$ cat src/rtl/reg_rename_file.sv
// Architectural register file with per-register ROB rename tags.
// Source queries resolve combinationally against commit bypass and the ROB's same-cycle answers.
module reg_rename_file #(
  parameter int unsigned ROB_WIDTH_BIT = 5
) (
  input  logic                     clk_in,
  input  logic                     rst_n_in,
  input  logic                     rdy_in,
  input  logic                     clear_in,
  input  logic [4:0]               commit_reg_id,
  input  logic [31:0]              commit_val,
  input  logic [ROB_WIDTH_BIT-1:0] commit_rob_id,
  input  logic [4:0]               new_reg_id,
  input  logic [ROB_WIDTH_BIT-1:0] new_rob_id,
  input  logic [4:0]               rs1_id,
  input  logic [4:0]               rs2_id,
  output logic [ROB_WIDTH_BIT-1:0] rob_rs1_id,
  output logic [ROB_WIDTH_BIT-1:0] rob_rs2_id,
  input  logic                     rob_rs1_ready,
  input  logic                     rob_rs2_ready,
  input  logic [31:0]              rob_rs1_val,
  input  logic [31:0]              rob_rs2_val,
  output logic                     rs1_dep,
  output logic                     rs2_dep,
  output logic [31:0]              rs1_val,
  output logic [31:0]              rs2_val,
  output logic [ROB_WIDTH_BIT-1:0] rs1_tag,
  output logic [ROB_WIDTH_BIT-1:0] rs2_tag
);

  typedef struct packed {
    logic                     dep;
    logic [31:0]              val;
    logic [ROB_WIDTH_BIT-1:0] tag;
  } ans_t;

  logic [31:0]              value_q [32];
  logic                     busy_q  [32];
  logic [ROB_WIDTH_BIT-1:0] tag_q   [32];

  ans_t ans1, ans2;

  function automatic ans_t resolve(input logic [4:0]  id,
                                   input logic        rob_ready,
                                   input logic [31:0] rob_val);
    ans_t a;
    a = '0;
    if (id == 5'd0) begin
      a = '0;
    end else if (!busy_q[id]) begin
      a.val = (commit_reg_id == id) ? commit_val : value_q[id];
    end else if (commit_rob_id == tag_q[id] && commit_reg_id == id) begin
      a.val = commit_val;
    end else if (rob_ready) begin
      a.val = rob_val;
    end else begin
      a.dep = 1'b1;
      a.tag = tag_q[id];
    end
    return a;
  endfunction

  always_comb begin
    ans1 = resolve(rs1_id, rob_rs1_ready, rob_rs1_val);
    ans2 = resolve(rs2_id, rob_rs2_ready, rob_rs2_val);
  end

  // Outputs forced to zero while reset is held, even if a commit is on the bypass path.
  always_comb begin
    if (!rst_n_in) begin
      rob_rs1_id = '0;
      rob_rs2_id = '0;
      rs1_dep    = 1'b0;
      rs2_dep    = 1'b0;
      rs1_val    = '0;
      rs2_val    = '0;
      rs1_tag    = '0;
      rs2_tag    = '0;
    end else begin
      rob_rs1_id = tag_q[rs1_id];
      rob_rs2_id = tag_q[rs2_id];
      rs1_dep    = ans1.dep;
      rs2_dep    = ans2.dep;
      rs1_val    = ans1.val;
      rs2_val    = ans2.val;
      rs1_tag    = ans1.tag;
      rs2_tag    = ans2.tag;
    end
  end

  always_ff @(posedge clk_in or negedge rst_n_in) begin
    if (!rst_n_in) begin
      for (int i = 0; i < 32; i++) begin
        value_q[i] <= '0;
        busy_q[i]  <= 1'b0;
        tag_q[i]   <= '0;
      end
    end else if (rdy_in) begin
      if (clear_in) begin
        for (int i = 0; i < 32; i++) begin
          busy_q[i] <= 1'b0;
          tag_q[i]  <= '0;
        end
      end else begin
        if (commit_reg_id != 5'd0) begin
          value_q[commit_reg_id] <= commit_val;
          // Only the commit matching the current tag releases the register.
          if (tag_q[commit_reg_id] == commit_rob_id && new_reg_id != commit_reg_id) begin
            busy_q[commit_reg_id] <= 1'b0;
          end
        end
        if (new_reg_id != 5'd0) begin
          busy_q[new_reg_id] <= 1'b1;
          tag_q[new_reg_id]  <= new_rob_id;
        end
      end
    end
  end

endmodule
$ cat config.mk
export PLATFORM = sky130hd
export DESIGN_NAME = reg_rename_file
export DESIGN_NICKNAME = d
export VERILOG_FILES = /design/src/rtl/reg_rename_file.sv
export SDC_FILE = /design/constraint.sdc
export NUM_CORES = 2
export LEC_CHECK = 0
export CAP_MARGIN = 25
export CORE_ASPECT_RATIO = 1.1
export CORE_UTILIZATION = 60
export CTS_CLUSTER_SIZE = 14
export DETAILED_ROUTE_END_ITERATION = 16
export PLACE_DENSITY = 0.78
export SETUP_SLACK_MARGIN = 0.1
export SYNTH_ARGS = -nofsm -noshare
export SYNTH_HDL_FRONTEND = slang
export SYNTH_SLANG_ARGS = --single-unit
$ cat constraint.sdc
create_clock -name clk_in -period 4.3 [get_ports clk_in]
set_input_delay 0.86 -clock clk_in [delete_from_list [all_inputs] [get_ports clk_in]]
set_output_delay 0.86 -clock clk_in [all_outputs]
set_load 0.05 [all_outputs]
==> reports/results.txt <==
Hold Vio Cnt, Final = 0
# DRC = 0
Pwr per Cell Area = 397.0 nW/um2
Initial antenna violation count = 11
Vias in the first global route = 59370
Clock sink count = 1216
Worst R2R Setup Slack = 1180 ps
R2R depth = 11
Layout area overhead = 19.24%
Critical path peak fanout = 8
Violated checks = negative setup slack
Slew Limit Fails = 0
Syn_nets = 6336
Rel. slew slack = 0.2648
GRT Total Usage = 0.4302
Final nets = 6548
Global placer's final weighted congestion = 0.9565
First-pass GRT wire length = 366.3 mm
Critical Path Sink Type = output port
CP arrival = 3750 ps
Fmax = 216.7 MHz
Final setup fails = 70
TritonCTS buffer count = 120
Ys async rst share = 1.000
DRT Pass-1 Iters = 8
EDFF count, synth = 0
Status = complete, but fails checks
Via count = 58040
I/O Buffers = 217
Final instance area = 80810 um2
# rows = 128
Initial core utilization = 0.6089
Syn. warnings = 0
Final Cycle Share = 1.073
Synth cell types = 63
Most frequent cells in the layout = dfrtp_1 (1211), o21ai_0 (1062), nand2_1 (983)
Post-Syn Instances = 6204
Setup crit start kind = flop
Core area = 111300 um2
Final worst slack = -313.8 ps
Peak VDD IR = 369.7 uV
Worst slew pin tran = 1103 ps
Grt total ovfl = 0
Post-Syn Area per Cell = 10.92 um2
Setup tns final = -13820 ps
Worst reg2reg startpoint = tag_q[125]$_DFFE_PN0P_
Chip width = 322.4 um
Clock transition at path regs = 60 ps
Power Total = 32.08 mW
Root Driver = clkbuf_16
Die H = 354.5 um
Hold Crit Class = in2async
Post-synthesis sequential area ratio = 0.4490
Clock skew = 21.25 ps
Average vias per placed instance = 7.245
Maximum level of the CTS H-tree = 3
Synthesized area = 67770 um2
Clock Path Buffers = 3
Routed WL = 244.5 mm
Area post-placement = 74550 um2
Predominant post-synthesis flop cell = dfrtp_1
HPWL after DPL = 148.1 mm
CP Class = reg2out
Reg2Reg Capture Point = busy_q[8]$_DFFE_PN0P_
I/O pin total = 218
Fraction of layout cells with a size suffix above 1 = 0.2675
Tmin final = 4614 ps
DRT iter0 DRCs = 7802
Leak Pwr = 34.89 nW
Worst-skew pair later-pin latency = 750 ps
Commonest non-fill, non-tap cell in the layout = dfrtp_1
Die area = 114300 um2
Pin count of the biggest net entering global routing = 189
RSZ-0062 raised after global routing = yes
CTS tree = built
Synth Register Bits = 1216
Max-cap violations = 0
Wire length per cell = 30.52 um
Final core utilization = 0.7260
DRT antenna net count = 0
Critical Path RT = 3440 ps
how the worst max path moves through the flow:
stage / cells after the start / start / endpoint
final: 11 / tag_q[17]$_DFFE_PN0P_ / rs2_val[31]
after global routing: 13 / tag_q[148]$_DFFE_PN0P_ / rs2_val[20]
after detailed placement: 12 / rs1_id[1] / rs1_val[17]
after global placement: 12 / rs1_id[2] / rs1_val[26]
after floorplan: 11 / rs1_id[2] / rs1_tag[2]
after CTS: 11 / tag_q[7]$_DFFE_PN0P_ / rs2_val[31]
timing repair:
action	in CTS	in global routing
hold buffers	0	0
pin swaps	66	27
setup buffers	45	30
setup endpoints to repair	76	76
cloned	13	2
resized for setup	186	74
state kept, by name, summed over array words and instances, names as in the netlist:
register,count
value_q,1024
tag_q,160
busy_q,32
per-stage QoR:
| step | hold slack [ps] | setup WS (ps) | instances |
|---|---|---|---|
| after global routing | 240.9 | -368.1 | 8008 |
| after floorplan | 448.8 | -119.5 | 6204 |
| after detailed placement | 392.0 | -499.1 | 7699 |
| final | 209.4 | -313.8 | 8011 |
| after global placement | 383.5 | -496.3 | 7699 |
| after CTS | 217.6 | -254.1 | 7974 |
synthesized netlist by cell type, drive strengths merged (6+ instances only):
cell type / n / share of area
nand3b: 9 / 0.0012
nor3b: 7 / 0.00078
clkbuf: 475 / 0.026
a311o: 16 / 0.0024
nand3: 180 / 0.013
a21oi: 234 / 0.017
and2: 18 / 0.0017
mux2i: 398 / 0.059
o21a: 17 / 0.0019
buf: 202 / 0.018
nor3: 10 / 0.00081
o21ai: 1099 / 0.081
nand2b: 8 / 0.00074
o22ai: 77 / 0.0071
xor2: 13 / 0.0017
nor2b: 29 / 0.0027
nand4: 7 / 0.00065
o31ai: 64 / 0.0071
or2: 6 / 0.00055
a22oi: 53 / 0.0060
mux2: 164 / 0.027
nor2: 98 / 0.0055
dfrtp: 1216 / 0.45
a221oi: 64 / 0.013
mux4: 530 / 0.18
o221ai: 96 / 0.012
inv: 54 / 0.0030
xnor2: 14 / 0.0019
nand2: 1011 / 0.056
nor4: 6 / 0.0010
kinds of logic (layout without fill, tap and decap cells):
family | after synthesis | count (layout) | synth area share
buffers and inverters | 732 | 1041 | 0.04782
other | 0 | 3 | 0
AO/OA/AOI/OAI | 1730 | 1730 | 0.1497
AND/OR/NAND/NOR | 1407 | 1407 | 0.08722
flip-flops | 1216 | 1216 | 0.4490
multiplexers | 1092 | 1092 | 0.2627
XOR/XNOR | 27 | 27 | 0.003600
cell type report:
type,count,area (um2)
inverter,55,211.5
multi-input combinational,4256,35480
fill,7246,30500
tap,1495,1871
timing repair buffer,767,8589
antenna,3,7.507
clock inverter,56,775.7
clock buffer,163,3438
sequential,1216,30440
per-layer routing:
layer | track usage | share of wire
met1 | 0.5350 | 0.33
met2 | 0.6483 | 0.45
met3 | 0.1282 | 0.13
met4 | 0.3003 | 0.080
met5 | 0.001258 | 0.00023
worst max-delay path, stage by stage, from the launching register on:
cell and delay [ps]:
dfrtp_1 410, mux4_2 490, mux2_4 290, o22ai_2 150
a221o_2 150, xor2_1 140, nand4_1 130, buf_6 160
o21a_4 300, buf_12 170, a221oi_4 390, buf_6 220
power breakdown:
part           leakage [nW]  switching [mW]  total [mW]  internal, mW
sequential             16.3            1.05        13.8          12.7
clock                  2.07            4.75        11.4          6.65
combinational          16.5            3.69        6.92          3.23
total                  34.9            9.49        32.1          22.6
Power figures use the tool's default switching activity.
